### config.mk
export PLATFORM = sky130hd
export DESIGN_NAME = if_prefetch_queue_flat
export DESIGN_NICKNAME = d
export VERILOG_FILES = /design/src/rtl/if_prefetch_queue_if.sv /design/src/rtl/if_prefetch_queue.sv /design/src/flat_wrapper.sv
export SDC_FILE = /design/constraint.sdc
export NUM_CORES = 1
export LEC_CHECK = 0
export ABC_CLOCK_PERIOD_IN_PS = 8800
export CORE_ASPECT_RATIO = 0.5
export CORE_UTILIZATION = 56
export CTS_CLUSTER_SIZE = 8
export DETAILED_ROUTE_END_ITERATION = 6
export PLACE_DENSITY_LB_ADDON = 0.08
export SYNTH_ARGS = -nofsm -noshare
export SYNTH_HDL_FRONTEND = slang
export SYNTH_SLANG_ARGS = --single-unit
### constraint.sdc
create_clock -name clk -period 8.8 [get_ports clk]
set_clock_uncertainty 0.05 [all_clocks]
set_input_delay 1.76 -clock clk [delete_from_list [all_inputs] [get_ports clk]]
set_output_delay 1.76 -clock clk [all_outputs]
set_load 0.1 [all_outputs]
### src/rtl/if_prefetch_queue_if.sv
// Bus bundle for the instruction prefetch queue.
//   imem_*            : request/acknowledge channel to instruction memory
//   PCSrcE/PCTargetE  : redirect from execute
//   StallD            : hold request from hazard logic
//   InstrD/PCD/PCPlus4D/ValidD : FIFO head presented to decode
// Modport master is the prefetch side; slave is the surrounding pipeline/memory.
interface if_prefetch_queue_if;
    logic        imem_req;
    logic [31:0] imem_addr;
    logic        imem_ack;
    logic [31:0] imem_rdata;
    logic        PCSrcE;
    logic [31:0] PCTargetE;
    logic        StallD;
    logic [31:0] InstrD;
    logic [31:0] PCD;
    logic [31:0] PCPlus4D;
    logic        ValidD;

    modport master (
        output imem_req, imem_addr,
        input  imem_ack, imem_rdata,
        input  PCSrcE, PCTargetE, StallD,
        output InstrD, PCD, PCPlus4D, ValidD
    );

    modport slave (
        input  imem_req, imem_addr,
        output imem_ack, imem_rdata,
        output PCSrcE, PCTargetE, StallD,
        input  InstrD, PCD, PCPlus4D, ValidD
    );
endinterface

### src/rtl/if_prefetch_queue.sv
// Instruction prefetch queue. Issues sequential word fetches over a req/ack
// handshake, buffers {PC, instruction} pairs in a DEPTH-entry FIFO and
// presents the head to decode. Handles decode stall and execute redirect,
// including discarding a fetch that is in flight when the redirect arrives.
//   clk  : clock, rising edge
//   rst  : synchronous active-high reset
//   bus  : if_prefetch_queue_if.master (memory channel, redirect, decode head)
//
// state | meaning
// RUN   | normal fetching; acked data is pushed into the FIFO
// DROP  | a redirected fetch is still outstanding; its data is discarded
module if_prefetch_queue #(
    parameter int          DEPTH    = 4,
    parameter logic [31:0] RESET_PC = 32'h0000_0000
) (
    input logic                 clk,
    input logic                 rst,
    if_prefetch_queue_if.master bus
);
    localparam int AW = $clog2(DEPTH);
    localparam int CW = AW + 1;

    typedef enum logic {RUN, DROP} state_t;

    state_t          state, nextState;
    logic [31:0]     fetchPc, fetchPcNext;
    logic [31:0]     pendPc, pendPcNext;
    logic [AW-1:0]   rdPtr, wrPtr;
    logic [CW-1:0]   count;
    logic [31:0]     pcMem    [DEPTH];
    logic [31:0]     instrMem [DEPTH];

    logic        imemReq;
    logic        validInt;
    logic        push, pop, flush;
    logic [31:0] target;

    assign target   = bus.PCTargetE & ~32'h3;
    assign validInt = (count != '0);
    assign imemReq  = !rst && ((state == DROP) || (count < CW'(DEPTH)));

    assign bus.imem_req  = imemReq;
    assign bus.imem_addr = fetchPc;
    assign bus.ValidD    = !rst && validInt;
    // Head fields read zero while reset is applied.
    assign bus.InstrD    = rst ? 32'h0 : instrMem[rdPtr];
    assign bus.PCD       = rst ? 32'h0 : pcMem[rdPtr];
    assign bus.PCPlus4D  = rst ? 32'h0 : pcMem[rdPtr] + 32'd4;

    always_ff @(posedge clk) begin
        if (rst) begin
            state   <= RUN;
            fetchPc <= RESET_PC;
            pendPc  <= RESET_PC;
        end else begin
            state   <= nextState;
            fetchPc <= fetchPcNext;
            pendPc  <= pendPcNext;
        end
    end

    always_comb begin
        nextState   = state;
        fetchPcNext = fetchPc;
        pendPcNext  = pendPc;
        push        = 1'b0;
        pop         = 1'b0;
        flush       = 1'b0;
        case (state)
            RUN: begin
                if (bus.PCSrcE) begin
                    flush = 1'b1;
                    if (bus.imem_ack && imemReq) begin
                        fetchPcNext = target;
                    end else if (imemReq) begin
                        // Keep the outstanding request stable; redirect later.
                        pendPcNext = target;
                        nextState  = DROP;
                    end else begin
                        fetchPcNext = target;
                    end
                end else begin
                    pop = validInt && !bus.StallD;
                    if (bus.imem_ack && imemReq) begin
                        push        = 1'b1;
                        fetchPcNext = fetchPc + 32'd4;
                    end
                end
            end
            DROP: begin
                flush = bus.PCSrcE;
                if (bus.imem_ack) begin
                    fetchPcNext = bus.PCSrcE ? target : pendPc;
                    nextState   = RUN;
                end else if (bus.PCSrcE) begin
                    pendPcNext = target;
                end
            end
            default: nextState = RUN;
        endcase
    end

    always_ff @(posedge clk) begin
        if (rst) begin
            rdPtr <= '0;
            wrPtr <= '0;
            count <= '0;
            for (int i = 0; i < DEPTH; i++) begin
                pcMem[i]    <= 32'h0;
                instrMem[i] <= 32'h0;
            end
        end else if (flush) begin
            rdPtr <= '0;
            wrPtr <= '0;
            count <= '0;
        end else begin
            if (push) begin
                pcMem[wrPtr]    <= fetchPc;
                instrMem[wrPtr] <= bus.imem_rdata;
                wrPtr           <= wrPtr + AW'(1);
            end
            if (pop) begin
                rdPtr <= rdPtr + AW'(1);
            end
            case ({push, pop})
                2'b10:   count <= count + CW'(1);
                2'b01:   count <= count - CW'(1);
                default: count <= count;
            endcase
        end
    end
endmodule

### src/flat_wrapper.sv
// flat-port wrapper written by rule: the top's interface ports become plain ports
module if_prefetch_queue_flat 
#(
    parameter int          DEPTH    = 4,
    parameter logic [31:0] RESET_PC = 32'h0000_0000
)
  (clk, rst, bus_imem_req, bus_imem_addr, bus_imem_ack, bus_imem_rdata, bus_PCSrcE, bus_PCTargetE, bus_StallD, bus_InstrD, bus_PCD, bus_PCPlus4D, bus_ValidD);
  if_prefetch_queue_if bus_i ();
  input logic clk;
  input logic rst;
  output wire logic [$bits(bus_i.imem_req)-1:0] bus_imem_req;
  output wire logic [$bits(bus_i.imem_addr)-1:0] bus_imem_addr;
  input wire logic [$bits(bus_i.imem_ack)-1:0] bus_imem_ack;
  input wire logic [$bits(bus_i.imem_rdata)-1:0] bus_imem_rdata;
  input wire logic [$bits(bus_i.PCSrcE)-1:0] bus_PCSrcE;
  input wire logic [$bits(bus_i.PCTargetE)-1:0] bus_PCTargetE;
  input wire logic [$bits(bus_i.StallD)-1:0] bus_StallD;
  output wire logic [$bits(bus_i.InstrD)-1:0] bus_InstrD;
  output wire logic [$bits(bus_i.PCD)-1:0] bus_PCD;
  output wire logic [$bits(bus_i.PCPlus4D)-1:0] bus_PCPlus4D;
  output wire logic [$bits(bus_i.ValidD)-1:0] bus_ValidD;
  assign bus_imem_req = bus_i.imem_req;
  assign bus_imem_addr = bus_i.imem_addr;
  assign bus_i.imem_ack = bus_imem_ack;
  assign bus_i.imem_rdata = bus_imem_rdata;
  assign bus_i.PCSrcE = bus_PCSrcE;
  assign bus_i.PCTargetE = bus_PCTargetE;
  assign bus_i.StallD = bus_StallD;
  assign bus_InstrD = bus_i.InstrD;
  assign bus_PCD = bus_i.PCD;
  assign bus_PCPlus4D = bus_i.PCPlus4D;
  assign bus_ValidD = bus_i.ValidD;
  if_prefetch_queue #(.DEPTH(DEPTH), .RESET_PC(RESET_PC)) u_core (.clk(clk), .rst(rst), .bus(bus_i));
endmodule
-- Word level (Yosys, flattened, before mapping)
Memory sizes are Yosys's and may differ from the RTL's. A register that Yosys moved wholly into a read port is not among the register bits.
Cells that the tools add are included.
- memory bits (writable): 256
- bits in registers: 72
- bits of input ports: 69
- logic and storage cells: 83
- memories: 2
- add/sub/neg operators: 6
- order comparisons: 1
- multiplexer cells: 44
- bitwise gates (word level): 1
- equality and inequality tests: 9
- reduce and logical (&&, ||, !) cells: 14
- memories (name ; words ; width ; rd ports ; clocked after memory_dff ; write ports ; RTL line ; RTL):
    u_core.instrMem ; 4 ; 32 ; 1 ; 1 ; 4 ; if_prefetch_queue.sv:31 ; logic [31:0] instrMem [DEPTH];
    u_core.pcMem ; 4 ; 32 ; 1 ; 1 ; 4 ; if_prefetch_queue.sv:30 ; logic [31:0] pcMem [DEPTH];
- operators by type and width (kind ; number):
    $mux 32 ; 15
    $pmux 32 s2 ; 2
    $add 32x3->32 const B ; 2
    $reduce_or 32->1 ; 2
    $mux 1 ; 18
    $mux 2 ; 6
    $ne 2x2->1 const B ; 4
    $pmux 3 s2 ; 1
    $add 2x1->2 const B ; 2
    $logic_and 1x1->1 ; 4
    $pmux 1 s2 ; 2
    $reduce_and 4->1 ; 1
    $add 3x1->3 const B ; 1
    $lt 3x3->1 const B ; 1
    $ne 3x2->1 const B ; 1
    $ne 3x3->1 const B ; 1
    $reduce_and 3->1 ; 1
    $reduce_bool 3->1 ; 1
    $sub 3x1->3 const B ; 1
    $eq 2x1->1 const B ; 1
    $eq 2x2->1 const B ; 1
    $logic_not 1->1 ; 2
    $ne 2x1->1 const B ; 1
    $reduce_bool 2->1 ; 1
    3 further kinds ; 3

-- Depth between registers and ports, before layout
- depth after elaboration: 13
- mapped depth: 10
- mapped depth without buffers: 9

-- Least setup slack after synthesis
Ideal clock, no wire load.
- path kind: input to register
- start: input port rst
- end: memory u_core.instrMem[1][0] (enable)
- required time: 8.175 ns
- arrival time: 7.361 ns
- cell stages on the path: 6
- path slack: 0.815 ns
- library setup time: 0.575 ns
- buffers on the path: 2
- cells stage by stage: clkbuf_1 > o21ba_2 > nor4_1 > clkbuf_1 > nand2_1 > o21ai_0
- RTL lines (what ; RTL line ; RTL):
    start, declared ; flat_wrapper.sv:10 ; input logic rst;
    end, declared ; if_prefetch_queue.sv:31 ;

==> flow_metrics.env <==
export IMPL_antenna_found_initial=1
export IMPL_cts_root_buf="clkbuf_16"
export IMPL_multiInputGateArea_um2=6492
export IMPL_grt_pass1_vias=11250
export IMPL_synth_area_per_cell_um2=11.96
export IMPL_max_slew_margin=0.2555
export IMPL_end_kind="output pin"
export IMPL_status="complete, no violations"
export IMPL_synthFlopType="edfxtp_1"
export IMPL_cts_buffers=47
export IMPL_grtUsageMet3=0.05177
export IMPL_first_iter_violations=985
export IMPL_p_leak_nw=6.801
export IMPL_post_cts_resized=0
export IMPL_drc=0
export IMPL_synthCells=1346
export IMPL_crit_slowest_cell="clkdlybuf4s50_1"
export IMPL_synth_fp_nets=1419
export IMPL_max_freq_mhz=150.1
export IMPL_drt_wl_total_um=39430
export IMPL_async_flop_share=0
export IMPL_ys_seq_area_frac=0.5698
export IMPL_ys_warn_count=0
export IMPL_use_met2=0.4594
export IMPL_area_delta_synth_final_pct=21.54
export IMPL_gr_usage_all_layers=0.2688
export IMPL_nets=1578
export IMPL_cts_clk_slew_worst_paths_ns=0.05
export IMPL_clock_latency_ns=0.54
export IMPL_ff_latch_area_um2=9174
export IMPL_dp_hpwl_um=23640
export IMPL_hp_class="reg2reg"
export IMPL_final_cell_mix="314 x and2_1, 256 x edfxtp_1, 195 x clkdlybuf4s50_1, 118 x nand2_1, 72 x dfxtp_1"
export IMPL_final_common_cell="and2_1"
export IMPL_h_tree_depth=2
export IMPL_cts_tree="done"
export IMPL_wl_per_cell_um=20.73
export IMPL_gr_total_overflow=0
export IMPL_required_ns=6.99
export IMPL_grt_pass1_wl_um=60810
export IMPL_met1_usage=0.3554
export IMPL_hold_buffers=0
export IMPL_initial_utilization=0.5752
export IMPL_fin_hold_ws_ns=0.4020
export IMPL_final_hold_violation_count=0
export IMPL_port_buffers=196
export IMPL_worst_pin_slew_ns=1.117
export IMPL_die_w_um=241.7
export IMPL_antenna_cells=0
export IMPL_finalCritPeriodShare=0.7570
export IMPL_cp_arrival_ns=4.85
export IMPL_dieArea_um2=29460
export IMPL_cap_violations=0
export IMPL_finalCriticalPeriod_ns=6.662
export IMPL_synth_seq_cells=330
export IMPL_grt_max_degree=65
export IMPL_firstDrtPassIters=5
export IMPL_vias=11180
export IMPL_pwr_density_cell_nw_per_um2=201.2
export IMPL_place_gp_congestion=0.8560
export IMPL_ys_types=63
export IMPL_synth_area_top_cells="edfxtp_1 48%, and2_1 12%, dfxtp_1 9.2%, mux4_2 8.4%, nand2_1 2.8%"
export IMPL_num_rows=43
export IMPL_whs_path_depth=2
export IMPL_fin_setup_tns_ns=0
export IMPL_gr_max_usage_layer="met2"
export IMPL_ios=199
export IMPL_cts_setup_buffers=0
export IMPL_fill_cells=2029
export IMPL_r2r_cells=6
export IMPL_syn_area_um2=16090
export IMPL_drv_slew=0
export IMPL_max_stage_delay_ns=1.12
export IMPL_clock_path_buffers=3
export IMPL_yosys_area_top_type="edfxtp_1"
export IMPL_path_cells="buf_4, mux4_2, nand4_4, nor4_1, nand3_1, mux2_1, clkdlybuf4s50_1"
export IMPL_viasPerCell=5.875
export IMPL_die_h_um=121.9
export IMPL_cts_sinks=330
export IMPL_finalSetupViolCount=0
export IMPL_rsz0062_at_grt="false"
export IMPL_synth_edf_count=256
export IMPL_path_class="reg2out"
export IMPL_synth_top_area_share=0.4777
export IMPL_fp_coreArea_um2=27980
export IMPL_drive_gt1_frac=0.1053
export IMPL_critical_path_max_fanout=45
export IMPL_peakVddDrop_mv=0.1372
export IMPL_start_kind="flop"
export IMPL_ant_nets=0
==> where the power goes <==
part | switching (W) | total, W | internal, W
Clock | 0.000613 | 0.00160 | 0.000992
Sequential | 0.0000444 | 0.00179 | 0.00175
Combinational | 0.000388 | 0.000535 | 0.000147
Total | 0.00105 | 0.00393 | 0.00289
==> final cells by class <==
type                    count  share of cell area
clock inverters             1           0.0004478
clock buffers              63             0.06538
repair buffers            212              0.1062
flip-flops and latches    330              0.4691
well taps                 382             0.02444
multi-input cells         901              0.3320
inverters                  13            0.002495
==> through the flow <==
step / area, um^2 / setup WS (ns) / power (W) / instances / util
2_1_floorplan: 16090 / 0.8147 / 0.002193 / 1346 / -
3_3_place_gp: 18270 / 2.404 / 0.002348 / 1838 / 0.6530
3_5_place_dp: 18270 / 2.338 / 0.002358 / 1838 / 0.6530
4_1_cts: 19560 / 1.966 / 0.003957 / 1902 / 0.6991
5_1_grt: 19560 / 1.868 / 0.004059 / 1902 / 0.6991
6_report: 19560 / 2.138 / 0.003934 / 1902 / 0.6991
==> flip-flops by register name, summed over array words and instances (netlist names), named ones only <==
name                  count
u_core.pcMem            128
u_core.rdPtr              2
u_core.pendPc            32
u_core.instrMem         128
u_core.bus.imem_addr     32
u_core.wrPtr              2
u_core.state              1
u_core.count              3
==> synthesized netlist by cell type, drive strengths merged, types with 4 or more instances <==
library cell	n
xnor2	10
or3	5
and4	6
a31oi	7
nor4b	4
nand3	24
mux2	14
and2	314
nor3	15
edfxtp	256
nor2	61
a22oi	7
clkbuf	83
buf	19
o21ai	56
nand2	118
mux2i	9
and3	17
mux4	64
or2	4
o211ai	7
o31a	5
nand4	18
dfxtp	74
xor2	9
inv	12
or4	6
a21oi	69
nor4	16
==> routing by layer <==
layer | routed length (um) | share of wire
met3 | 2813 | 0.071
met2 | 19380 | 0.49
met1 | 16530 | 0.42
met5 | 0 | 0
met4 | 712 | 0.018
==> critical path, delay by kind of cell (launching register included) <==
kind | cells | cell delay (ns)
buffers and inverters | 2 | 1.80
DFF | 1 | 0.73
muxes | 2 | 0.71
and+or+nand+nor | 3 | 1.06
==> cells by family after synthesis <==
logic type               Yosys count  synth area share
AND/OR/NAND/NOR                  612            0.2148
AO/OA/AOI/OAI                    179           0.06500
adder cells (fa/ha/maj)            4          0.003577
multiplexers                      87            0.1059
buffers and inverters            115           0.03063
XOR/XNOR                          19           0.01034
flip-flops                       330            0.5698
==> worst paths after layout <==
path	endpoint	startpoint	slack, ns
worst max-delay path	bus_PCPlus4D[28]	flop	2.14
worst max register to register	u_core.instrMem[3][18]	u_core.state	4.79
worst min register to register	u_core.pendPc[14]	u_core.pendPc[14]	0.40
worst min-delay path	u_core.pendPc[14]	u_core.pendPc[14]	0.40
Power figures use the tool's default switching activity.
